## src/rtl/rcu_control_fsm.sv

```systemverilog
// rcu_control_fsm: multicycle control unit for the 16-bit RISC datapath.
// It sequences fetch, decode, execute, memory and write-back, and drives
// every enable and select of Complete_Datapath from the captured
// instruction fields and the Z/C flag registers.
// Optional build macro: RCU_RETIRE_CNT_EN adds the retire_cnt[15:0] output.
module rcu_control_fsm #(
  parameter bit HALT_ON_ILLEGAL = 1'b0
) (
  input  logic       clk,
  input  logic       rst,
  input  logic       start,
  input  logic [4:0] Opcode,
  input  logic [1:0] ALU_Op,
  input  logic [2:0] Rd_Addr,
  input  logic       Z_Reg,
  input  logic       C_Reg,
  output logic       PC_CE,
  output logic       PC_Add_Src,
  output logic       PC_ALU_Sel,
  output logic       Z_CE,
  output logic       C_CE,
  output logic       Rd_Reg_CE,
  output logic       ALUOut_Reg_CE,
  output logic       RF_Write_en,
  output logic       MemW_en,
  output logic       Out_R_CE,
  output logic       Rd_Rm_Sel,
  output logic       Mem_Addr_Sel,
  output logic       MemW_Data_Sel,
  output logic [1:0] PC_Sel,
  output logic [1:0] RF_Write_Data_Sel,
  output logic [1:0] Imm_Sel,
  output logic [1:0] ALU_B_Sel,
  output logic [1:0] ALU_Control,
  output logic       busy,
  output logic       halted
`ifdef RCU_RETIRE_CNT_EN
  ,
  output logic [15:0] retire_cnt
`endif
);

  typedef enum logic [3:0] {
    S_IDLE, S_PCZ, S_FETCH, S_DECODE, S_EXEC, S_MEMRD,
    S_WB, S_MEMWR, S_PCUPD, S_OUTR, S_HALT
  } state_t;

  // Instruction class, derived from opcode (and ALU_Op where it qualifies it)
  typedef enum logic [4:0] {
    K_ALU, K_ADDI, K_SUBI, K_MOV, K_LDR_I, K_LDR_R, K_STR_I, K_STR_R,
    K_CMP, K_LHI, K_LLI, K_BR, K_JMP, K_JR, K_JAL_L, K_JAL_R,
    K_OUTR, K_HLT, K_ILL
  } kind_t;

  state_t      state_reg, state_next;
  logic [4:0]  op_reg;
  logic [1:0]  alu_op_reg;
  logic [2:0]  rd_reg;
  kind_t       kind_live, kind_cap;
  logic [3:0]  cond;
  logic        taken;

  function automatic kind_t classify(input logic [4:0] op, input logic [1:0] aop);
    kind_t k;
    k = K_ILL;
    case (op)
      5'b00000: k = K_ALU;
      5'b00001: k = K_LHI;
      5'b00010: k = K_LLI;
      5'b00011: k = K_LDR_I;
      5'b00100: k = K_LDR_R;
      5'b00101: k = K_STR_I;
      5'b00110: begin
        if (aop == 2'b00)      k = K_STR_R;
        else if (aop == 2'b01) k = K_CMP;
      end
      5'b00111: k = K_ADDI;
      5'b01000: k = K_SUBI;
      5'b01011: k = K_MOV;
      5'b10000: k = K_JMP;
      5'b10001: k = K_JAL_L;
      5'b10010: k = K_JAL_R;
      5'b10011: k = K_JR;
      5'b11000, 5'b11001: k = K_BR;
      5'b11100: begin
        if (aop == 2'b00)      k = K_OUTR;
        else if (aop == 2'b01) k = K_HLT;
      end
      default: k = K_ILL;
    endcase
    return k;
  endfunction

  // DECODE routes on the live fields (they are being captured on the same
  // edge); every later state works from the captured copy only, since the
  // instruction register is overwritten by loads.
  assign kind_live = classify(Opcode, ALU_Op);
  assign kind_cap  = classify(op_reg, alu_op_reg);

  assign Mem_Addr_Sel  = 1'b0;
  assign MemW_Data_Sel = 1'b0;

  // Branch condition from the captured opcode LSB and Rd field
  assign cond = {op_reg[0], rd_reg};
  always_comb begin
    case (cond)
      4'b0000: taken = Z_Reg;
      4'b0001: taken = ~Z_Reg;
      4'b0010: taken = C_Reg;
      4'b0011: taken = ~C_Reg;
      4'b1110: taken = 1'b1;
      default: taken = 1'b0;
    endcase
  end

  // State register and instruction-field capture
  always_ff @(posedge clk) begin
    if (rst) begin
      state_reg  <= S_IDLE;
      op_reg     <= '0;
      alu_op_reg <= '0;
      rd_reg     <= '0;
    end else begin
      state_reg <= state_next;
      if (state_reg == S_DECODE) begin
        op_reg     <= Opcode;
        alu_op_reg <= ALU_Op;
        rd_reg     <= Rd_Addr;
      end
    end
  end

  // Next-state and Moore outputs
  always_comb begin
    state_next        = state_reg;
    PC_CE             = 1'b0;
    PC_Add_Src        = 1'b0;
    PC_ALU_Sel        = 1'b0;
    Z_CE              = 1'b0;
    C_CE              = 1'b0;
    Rd_Reg_CE         = 1'b0;
    ALUOut_Reg_CE     = 1'b0;
    RF_Write_en       = 1'b0;
    MemW_en           = 1'b0;
    Out_R_CE          = 1'b0;
    Rd_Rm_Sel         = 1'b0;
    PC_Sel            = 2'b00;
    RF_Write_Data_Sel = 2'b00;
    Imm_Sel           = 2'b00;
    ALU_B_Sel         = 2'b00;
    ALU_Control       = 2'b00;
    busy              = (state_reg != S_IDLE) && (state_reg != S_HALT);
    halted            = (state_reg == S_HALT);
    case (state_reg)
      S_IDLE: begin
        if (start) state_next = S_PCZ;
      end
      S_PCZ: begin
        PC_Sel     = 2'b11;
        PC_CE      = 1'b1;
        state_next = S_FETCH;
      end
      S_FETCH: begin
        PC_ALU_Sel = 1'b0;
        state_next = S_DECODE;
      end
      S_DECODE: begin
        Rd_Reg_CE = 1'b1;
        PC_CE     = 1'b1;
        case (kind_live)
          K_ALU, K_ADDI, K_SUBI, K_MOV, K_LDR_I, K_LDR_R,
          K_STR_I, K_STR_R, K_CMP:      state_next = S_EXEC;
          K_LHI, K_LLI, K_JAL_L, K_JAL_R: state_next = S_WB;
          K_BR, K_JMP, K_JR:            state_next = S_PCUPD;
          K_OUTR:                       state_next = S_OUTR;
          K_HLT:                        state_next = S_HALT;
          default: state_next = HALT_ON_ILLEGAL ? S_HALT : S_FETCH;
        endcase
      end
      S_EXEC: begin
        ALUOut_Reg_CE = 1'b1;
        Rd_Rm_Sel     = 1'b1;
        state_next    = S_WB;
        case (kind_cap)
          K_ALU: begin
            ALU_Control = alu_op_reg;
            Z_CE = 1'b1;
            C_CE = 1'b1;
          end
          K_ADDI: begin
            ALU_B_Sel = 2'b01;
            Z_CE = 1'b1;
            C_CE = 1'b1;
          end
          K_SUBI: begin
            ALU_B_Sel   = 2'b01;
            ALU_Control = 2'b10;
            Z_CE = 1'b1;
            C_CE = 1'b1;
          end
          K_MOV:   ALU_B_Sel = 2'b10;
          K_LDR_I: begin
            ALU_B_Sel  = 2'b01;
            state_next = S_MEMRD;
          end
          K_LDR_R: state_next = S_MEMRD;
          K_STR_I: begin
            ALU_B_Sel  = 2'b01;
            state_next = S_MEMWR;
          end
          K_STR_R: state_next = S_MEMWR;
          K_CMP: begin
            ALU_Control = 2'b10;
            Z_CE = 1'b1;
            C_CE = 1'b1;
            state_next = S_FETCH;
          end
          default: state_next = S_FETCH;
        endcase
      end
      S_MEMRD: begin
        PC_ALU_Sel = 1'b1;
        state_next = S_WB;
      end
      S_MEMWR: begin
        PC_ALU_Sel = 1'b1;
        MemW_en    = 1'b1;
        state_next = S_FETCH;
      end
      S_WB: begin
        RF_Write_en = 1'b1;
        state_next  = S_FETCH;
        case (kind_cap)
          K_LHI: begin
            RF_Write_Data_Sel = 2'b01;
            Imm_Sel = 2'b11;
          end
          K_LLI: begin
            RF_Write_Data_Sel = 2'b01;
            Imm_Sel = 2'b10;
          end
          K_JAL_L, K_JAL_R: begin
            RF_Write_Data_Sel = 2'b11;
            state_next = S_PCUPD;
          end
          K_LDR_I, K_LDR_R: RF_Write_Data_Sel = 2'b00;
          default: RF_Write_Data_Sel = 2'b10;
        endcase
      end
      S_PCUPD: begin
        state_next = S_FETCH;
        case (kind_cap)
          K_BR: begin
            if (taken) begin
              PC_Add_Src = 1'b1;
              Imm_Sel    = 2'b01;
              PC_CE      = 1'b1;
            end
          end
          K_JAL_L: begin
            PC_Add_Src = 1'b1;
            Imm_Sel    = 2'b01;
            PC_CE      = 1'b1;
          end
          K_JMP: begin
            PC_Sel = 2'b01;
            PC_CE  = 1'b1;
          end
          K_JR: begin
            PC_Sel = 2'b10;
            PC_CE  = 1'b1;
          end
          K_JAL_R: begin
            PC_Sel    = 2'b10;
            Rd_Rm_Sel = 1'b1;
            PC_CE     = 1'b1;
          end
          default: PC_CE = 1'b0;
        endcase
      end
      S_OUTR: begin
        Rd_Rm_Sel  = 1'b1;
        Out_R_CE   = 1'b1;
        state_next = S_FETCH;
      end
      S_HALT: begin
        state_next = S_HALT;
      end
      default: state_next = S_IDLE;
    endcase
  end

`ifdef RCU_RETIRE_CNT_EN
  logic [15:0] retire_cnt_reg;
  logic        retire;

  // An instruction retires on the cycle that hands control back to FETCH
  // (or enters HALT); PCZ also goes to FETCH but is not an instruction.
  assign retire = (state_reg != S_PCZ) && (state_reg != S_HALT) &&
                  (state_reg != S_IDLE) &&
                  ((state_next == S_FETCH) || (state_next == S_HALT));

  // Retired-instruction counter, wrapping at 16 bits
  always_ff @(posedge clk) begin
    if (rst || (state_reg == S_PCZ)) retire_cnt_reg <= '0;
    else if (retire)                 retire_cnt_reg <= retire_cnt_reg + 16'd1;
  end

  assign retire_cnt = retire_cnt_reg;
`endif

endmodule

```

## config.mk

```make
export PLATFORM = sky130hd
export DESIGN_NAME = rcu_control_fsm
export DESIGN_NICKNAME = d
export VERILOG_FILES = /design/src/rtl/rcu_control_fsm.sv
export SDC_FILE = /design/constraint.sdc
export NUM_CORES = 1
export LEC_CHECK = 0
export ABC_AREA = 1
export CAP_MARGIN = 20
export CELL_PAD_IN_SITES_DETAIL_PLACEMENT = 1
export CELL_PAD_IN_SITES_GLOBAL_PLACEMENT = 1
export CORE_AREA = 3 3 88 65
export DETAILED_ROUTE_END_ITERATION = 16
export DIE_AREA = 0 0 91 68
export HOLD_SLACK_MARGIN = 0.12
export PLACE_DENSITY_LB_ADDON = 0.12
export SYNTH_ARGS = -nofsm -noshare
export SYNTH_HDL_FRONTEND = slang
export SYNTH_SLANG_ARGS = --single-unit
```

## constraint.sdc

```tcl
create_clock -name clk -period 2.5 [get_ports clk]
set_clock_uncertainty 0.15 [all_clocks]
set_input_delay 0.5 -clock clk [delete_from_list [all_inputs] [get_ports clk]]
set_output_delay 0.5 -clock clk [all_outputs]
set_load 0.01 [all_outputs]
```

* Yosys cells after proc, flatten, opt, wreduce, memory -nomap -nowiden *
Memory sizes are Yosys's and may differ from the RTL's.
Cells that the tools add are included.

word-level totals
  output and inout port bits = 25
  bits in read-only memories = 128
  flip-flop bits (word level) = 14
  memories kept = 1
  input port bits = 15
  word-level logic and storage cells = 139

operators by class
  eq/ne operators = 65
  bitwise operators = 2
  mux-type cells = 42
  reductions and logical operators = 25

memories
  memory            depth  bits a word  read ports  clocked after memory_dff  wr ports  line  source
  (name not given)  32     4            1           0                         0         170   case (kind_live)

operator list
  kind                  number
  $pmux W5 S16          2
  $eq A5 B5 Y1 const B  14
  $eq A5 B3 Y1 const B  12
  $eq A5 B4 Y1 const B  12
  $pmux W4 S8           1
  $eq A5 B2 Y1 const B  6
  $pmux W2 S2           6
  $reduce_or A2 Y1      11
  $mux W5               4
  $reduce_or A4 Y1      5
  $eq A4 B2 Y1 const B  4
  $eq A4 B3 Y1 const B  4
  $eq A4 B4 Y1 const B  4
  $eq A5 B1 Y1 const B  3
  $logic_not A5 Y1      3
  $mux W2               7
  $mux W1               12
  $pmux W1 S2           5
  $pmux W3 S3           1
  $eq A4 B1 Y1 const B  2
  $logic_not A4 Y1      2
  $mux W4               2
  $pmux W2 S3           1
  $pmux W1 S5           1
  other kinds (7)       10

* Logic depth before layout (Yosys ltp) *
Gate-level depths: netlist (run 1).

  depth after elaboration = 8
  mapped depth = 16
  gate-level depth less buffers = 16

* Least setup slack after synthesis (run 1) *
OpenSTA, ideal clock, no wires.

  path kind = input-to-reg
  start = input Opcode[1]
  end = register state_reg[3]
  path buffers = 0
  stages = 14
  data arrival time = 1.828 ns
  setup time = 0.118 ns
  data required time = 2.232 ns
  slack = 0.404 ns
  cell sequence = inv_2 -> nor2_2 -> inv_1 -> nor2_2 -> nand2_1 -> o2111ai_1 -> nor4_1 -> inv_1 -> ha_1 -> or2_1 -> nand3_1 -> nand2_1 -> nand2_1 -> a21oi_1

between the ends
  longest elaborated chain between the ends = 5
  elaborated cells on any way between the ends = 21
  those cells by class = eq/ne (16); mux (2); reduce/logical (2); memory (1)

ends and longest elaborated chain
  what                  line  source
  start, declared       12    input logic [4:0] Opcode,
  $eq A5 B5 Y1          66    case (op)
  $reduce_or A2 Y1      66
  $pmux W5 S16 (*)      66
  $mem_v2 Z32 W4 (*)    --
  $pmux W4 S8 (*)       154   case (state_reg)
  end signal, assigned  124   state_reg <= state_next;
  end, declared         55    state_t state_reg, state_next;

Mark *: on every way between the ends. The rest lies on a longest branch, timed or not.
A chain may end at the register's enable or synchronous reset.

* Worst setup path in the final report (run 1) *
  start = register op_reg[1]
  end = output Imm_Sel[0]

between the ends
  longest elaborated chain between the ends = 6
  elaborated cells on any way between the ends = 26
  those cells by class = eq/ne (20); mux (4); reduce/logical (2)

ends and longest elaborated chain
  what                                        line      source
  start, declared                             56        logic [4:0] op_reg;
  start signal, assigned                      126       op_reg <= Opcode;
  $eq A5 B5 Y1                                66
  $reduce_or A2 Y1                            66
  $pmux W5 S16 (*)                            66
  $eq A5 B4 Y1 (on tied branches)             252, 233
  $pmux W1 S2 or $pmux W2 S2 (tied branches)  252, 233
  $pmux W2 S2 (*)                             154
  end, declared                               32        output logic [1:0] Imm_Sel,

Marked as above.

==> metrics.txt, run 1 <==
ordered list of cells on the worst path inv_1 > nand2_1 > nand2_1 > nand2_1 > o31ai_2 > nor3_1 > nand2_1 > nand2_2 > nand2_2 > nand3_2 > nand2_1 > buf_2; number of antenna cells inserted 0; FF-to-FF path depth 10; number of input and output port buffers inserted 37; RSZ-0062 raised after global routing true; global-route wire length before repair 11100 um; number of nets in the finished design roughly 420; library cell contributing the largest single delay on the critical path sky130_fd_sc_hd__dfxtp_4; violations in the final reports negative setup slack; commonest cells after routing, fill and taps aside sky130_fd_sc_hd__buf_4 (77), sky130_fd_sc_hd__nand2_1 (54), sky130_fd_sc_hd__nor2_1 (38), sky130_fd_sc_hd__inv_1 (35), sky130_fd_sc_hd__nor2_2 (20); DRC marker count from the first detailed-route iteration 132; clock latency on the worst-skew pair 0.25 ns; final critical path time including I/O delays and setup 2.59 ns; area added between synthesis and finish 78.0%; I/O pins 40; maximum vdd drop about 0.00029 V; max_cap viols 0; setup violators final 2; overall power roughly 0.0013 W; biggest fanout along the worst timing path 7; fraction of the cycle the final worst path needs 1.04; Synth Register Bits 14; warning count from the yosys run 0; largest net degree at the start of global routing 16; DRC violations left 0; First-pass DRT Iterations 4; CTS sink cnt 14; pwr/cell area between 400 and 500 mW/mm2; outcome finished, violations left; number of cells traversed by the worst hold path 2; Post-DP HPWL between 5000 and 6000 um; max FFs per register 5; routed wirelength normalized by instance count 15.8 um; Row Count 21; number of hold-slack violations in the final timing report 0; most common cell after layout, fill and taps aside sky130_fd_sc_hd__buf_4; area of the mapped netlist about 0.0016 mm2; number of global-route vias before repair approximately 2300; setup ws final -0.0933 ns; hold_buf cts 0; detail-routed via count per cell between 4 and 5; maximum clock frequency 386 MHz; sequential area share after synthesis 0.181; endpoint kind of the worst setup timing path output port; longest individual stage delay on the worst path 0.41 ns; startpoint type of the worst setup path flip-flop; root buffer selected by CTS sky130_fd_sc_hd__clkbuf_8; Cells after Synth 288; clock-pin transition on the worst setup and hold timing paths 0.06 ns; final slew viol count 0; initial antenna violation count 0; worst hold path type reg2reg; Final Routed Wirelength 7400 um; vias after detailed routing 2321; number of fillers in the final layout between 600 and 700; instance count after placement with tap cells included about 460; clock tree from TritonCTS built; cell seen most often among critical-path stages sky130_fd_sc_hd__nand2_1; chip height 68 um; fraction of layout cells with a size suffix above 1 0.396; cts bufs inserted 3; weighted congestion at the end of routability-driven global placement around 0.92; worst setup slack after placement -0.523 ns; average size of a mapped cell 5.38 um2; number of standard cells in the final layout excluding fillers 468; data required time at the worst endpoint between 1.5 and 2 ns; CORE AREA 0.00483 mm2; Critical Setup Path Class reg2out; initial cell density of the core 0.321; global route overflow 0; maximum count of clock buffers along a single path 2; die width 91 um; CTS HTree Levels 1; die footprint about 0.0062 mm2; reported leakage power approximately 1.4 nW; Data arrival, critical path 1.94 ns; Setup Total Neg Slack -0.121 ns; distinct cell type count after synthesis 33; antenna viol nets, final 0; global router's overall resource usage 0.225
==> timing repair <==
| action | 4_1_cts | 5_1_grt |
|---|---|---|
| buffers inserted | 4 | 3 |
| gates resized for setup | 58 | 43 |
| pin swaps | 11 | 9 |
| setup endpoints to repair | 18 | 15 |
==> area by class of cell <==
cell class	instances	area, um2	area share
tap	69	86.3	0.0313
clock buffer	4	55.1	0.0199
sequential	14	297	0.107
multi-input combinational	222	1230	0.447
inverter	45	169	0.0612
timing repair buffer	114	918	0.333
==> routing by layer <==
metal	routed length, um	vias up	GRT usage
li1	-	1149	-
met1	3770	1131	0.317
met2	3350	39	0.371
met3	264	2	0.0495
met4	15	0	0.00940
met5	0	-	0
==> synthesized netlist by cell type, drive strengths merged <==
master / count / share of area
clkinv: 1 / 0.0024
a31oi: 1 / 0.0040
nand3: 22 / 0.077
mux2i: 1 / 0.0065
clkbuf: 2 / 0.0056
dfxtp: 14 / 0.18
o21bai: 1 / 0.0048
nor4: 2 / 0.0081
nand2: 69 / 0.18
nor3: 7 / 0.023
buf: 6 / 0.024
o211ai: 2 / 0.0097
conb: 1 / 0.0024
o31ai: 3 / 0.015
a41oi: 1 / 0.0057
o2111ai: 1 / 0.0057
nand4: 9 / 0.036
inv: 44 / 0.11
a21oi: 16 / 0.054
or2: 1 / 0.0040
ha: 2 / 0.016
o21ai: 18 / 0.058
nor2: 63 / 0.17
nor3b: 1 / 0.0048
==> logic make-up (layout without fill, tap and decap cells) <==
| logic type | after synthesis | in the layout | share of synthesized area |
|---|---|---|---|
| AOI/OAI and AO/OA | 43 | 43 | 0.157 |
| adders and majority gates | 2 | 2 | 0.0161 |
| buffers and inverters | 53 | 163 | 0.139 |
| DFF | 14 | 14 | 0.181 |
| muxes | 1 | 1 | 0.00646 |
| other | 1 | 2 | 0.00242 |
| and+or+nand+nor | 174 | 174 | 0.499 |
==> power breakdown <==
part	switching (W)	total, W	internal [W]
Sequential	0.0000512	0.000312	0.000260
Combinational	0.000453	0.000805	0.000352
Clock	0.0000852	0.000225	0.000140
Total	0.000590	0.00134	0.000752
==> critical path, delay by kind of cell, from the launching register on <==
kind	cells	cell delay (ns)
simple gates	9	0.97
buf+inv	2	0.22
compound gates	1	0.09
flops	1	0.41
==> final timing paths <==
kind | start | end | slack (ns)
setup / recovery | op_reg[1] | Imm_Sel[0] | -0.09
hold / removal | rd_reg[0] | rd_reg[0] | 0.36
setup reg to reg | op_reg[1] | state_reg[1] | 0.50
hold reg to reg | rd_reg[0] | rd_reg[0] | 0.36
==> metrics by stage <==
stage / area, um2 / util / hold WS (ns)
after global routing: 2760 / 0.571 / 0.407
after CTS: 2630 / 0.545 / 0.370
after global placement: 2490 / 0.515 / 0.353
after floorplan: 1550 / - / 0.318
after detailed placement: 2490 / 0.515 / 0.360
final: 2760 / 0.571 / 0.364
Power figures use the tool's default switching activity.
==> inputs of run 2 (changes only) <==
--- a/config.mk
+++ b/config.mk
@@ -14,6 +14,7 @@
 export DIE_AREA = 0 0 91 68
 export HOLD_SLACK_MARGIN = 0.12
 export PLACE_DENSITY_LB_ADDON = 0.12
+export SKIP_CTS_REPAIR_TIMING = 1
 export SYNTH_ARGS = -nofsm -noshare
 export SYNTH_HDL_FRONTEND = slang
 export SYNTH_SLANG_ARGS = --single-unit
==> constraint.sdc (replaced) <==
create_clock -name clk -period 2.5 [get_ports clk]
set_clock_uncertainty 0.15 [all_clocks]
set_input_delay 0.25 -clock clk [delete_from_list [all_inputs] [get_ports clk]]
set_output_delay 0.25 -clock clk [all_outputs]
set_load 0.01 [all_outputs]
==> metrics.txt, run 2 (synthesized netlist as in run 1, its figures left out) <==
outcome completed; First-pass DRT Iterations 4; chip height roughly 68 um; RSZ-0062 raised after global routing true; biggest fanout along the worst timing path 6; setup violators final 0; startpoint type of the worst setup path flip-flop; met1 GRT Util 0.326; worst hold path type in2reg; library cell contributing the largest single delay on the critical path sky130_fd_sc_hd__clkdlybuf4s50_1; global router's overall resource usage 0.213; number of input and output port buffers inserted 37; Clock power frac 0.187; combinational cell fraction of total power 0.555; fraction of power spent switching nets 0.433; GR met2 Demand/Resource 0.308; sequential share of power 0.258; area added between synthesis and finish 61.4%; CTS sink cnt 14; Critical Setup Path Class reg2out; Post-DP HPWL ~5400 um; Final Routed Wirelength 6680 um; setup ws final around 0.1 ns; clock tree from TritonCTS built; weighted congestion at the end of routability-driven global placement 0.939; maximum vdd drop 0.000279 V; fraction of the cycle the final worst path needs 0.960; ordered list of cells on the worst path inv_1 > nand2_1 > nor2_4 > nand3_1 > buf_4 > a21oi_1 > clkdlybuf4s50_1; die width between 90 and 100 um; max_cap viols 0; final slew viol count 0; root buffer selected by CTS sky130_fd_sc_hd__clkbuf_8; I/O pins 40; cts bufs inserted 3; number of antenna cells inserted 0; endpoint kind of the worst setup timing path output port; fraction of layout cells with a size suffix above 1 0.255; global routing's busiest layer met1; max FFs per register 5; GR Util met3 0.0484; CTS HTree Levels 1; Data arrival, critical path 2.00 ns; clock-pin transition on the worst setup and hold timing paths approximately 0.060 ns; DRC marker count from the first detailed-route iteration 117; reported leakage power around 1.3 nW; maximum clock frequency 417 MHz; number of global-route vias before repair 2105; clock latency on the worst-skew pair 0.25 ns; worst setup slack after placement -0.111 ns; detail-routed via count per cell 4.98; most common cell after layout, fill and taps aside sky130_fd_sc_hd__nand2_1; largest net degree at the start of global routing 12; number of nets in the finished design roughly 390; die footprint 0.00619 mm2; internal power component 0.000694 W; number of hold-slack violations in the final timing report 0; final critical path time including I/O delays and setup 2.40 ns; commonest cells after routing, fill and taps aside sky130_fd_sc_hd__nand2_1 (62), sky130_fd_sc_hd__nor2_1 (49), sky130_fd_sc_hd__buf_4 (46), sky130_fd_sc_hd__inv_1 (36), sky130_fd_sc_hd__clkdlybuf4s50_1 (24); maximum count of clock buffers along a single path 2; routed wirelength normalized by instance count between 15 and 20 um; global route overflow 0; global-route wire length before repair 10600 um; worst hold slack across all endpoints 0.258 ns; initial antenna violation count 0; vias after detailed routing 2176; data required time at the worst endpoint between 2 and 2.5 ns; Row Count 21; CORE AREA 0.00483 mm2; antenna viol nets, final 0; pwr/cell area 490 mW/mm2; DRC violations left 0; Switching Power 0.000531 W; initial cell density of the core 0.321; longest individual stage delay on the worst path 0.55 ns
[run 2: per-stage QoR]
| step | power (W) | setup TNS (ns) | instances | cell area (um2) | util |
|---|---|---|---|---|---|
| floorplan | 0.000639 | 0 | 289 | 1550 | - |
| global placement | 0.000920 | -0.339 | 429 | 2280 | 0.472 |
| detailed placement | 0.000934 | -0.550 | 429 | 2280 | 0.472 |
| CTS | 0.00117 | -1.76 | 433 | 2330 | 0.483 |
| global route | 0.00133 | -0.230 | 437 | 2500 | 0.518 |
| finish | 0.00122 | 0 | 437 | 2500 | 0.518 |
[run 2: area by class of cell]
cell class	count	area, um2
Fill cell	699	2330
Clock buffer	4	55.1
Sequential cell	14	294
Multi-Input combinational cell	222	1150
Timing Repair Buffer	83	748
Inverter	45	169
Tap cell	69	86.3
[run 2: worst max-delay path, delay by kind of cell (launching register included)]
family                 cells  cell delay (ns)
AO/OA/AOI/OAI              1             0.11
buffers and inverters      3             0.82
flip-flops                 1             0.38
AND/OR/NAND/NOR            3             0.43
[run 2: final timing paths]
kind / from / endpoint / slack (ns) / cells past startpoint
max: op_reg[4] / RF_Write_Data_Sel[0] / 0.1 / 7
min: Opcode[0] / op_reg[0] / 0.26 / 3
max reg2reg: op_reg[4] / state_reg[1] / 0.41 / 12
min reg2reg: rd_reg[0] / rd_reg[0] / 0.37 / 2
[run 2: per-layer routing]
metal	up-vias	part of all wire
met1	1034	0.51
li1	1088	-
met5	-	0
met3	2	0.065
met2	52	0.42
met4	0	0.0018
[run 2: power groups by stage]
stage / sequential [W] / combinational [W] / clock, W
3_3_place_gp: 0.000306 / 0.000614 / 0
2_1_floorplan: 0.000284 / 0.000355 / 0
6_report: 0.000316 / 0.000680 / 0.000229
5_1_grt: 0.000325 / 0.000758 / 0.000246
4_1_cts: 0.000303 / 0.000634 / 0.000236
3_5_place_dp: 0.000307 / 0.000627 / 0
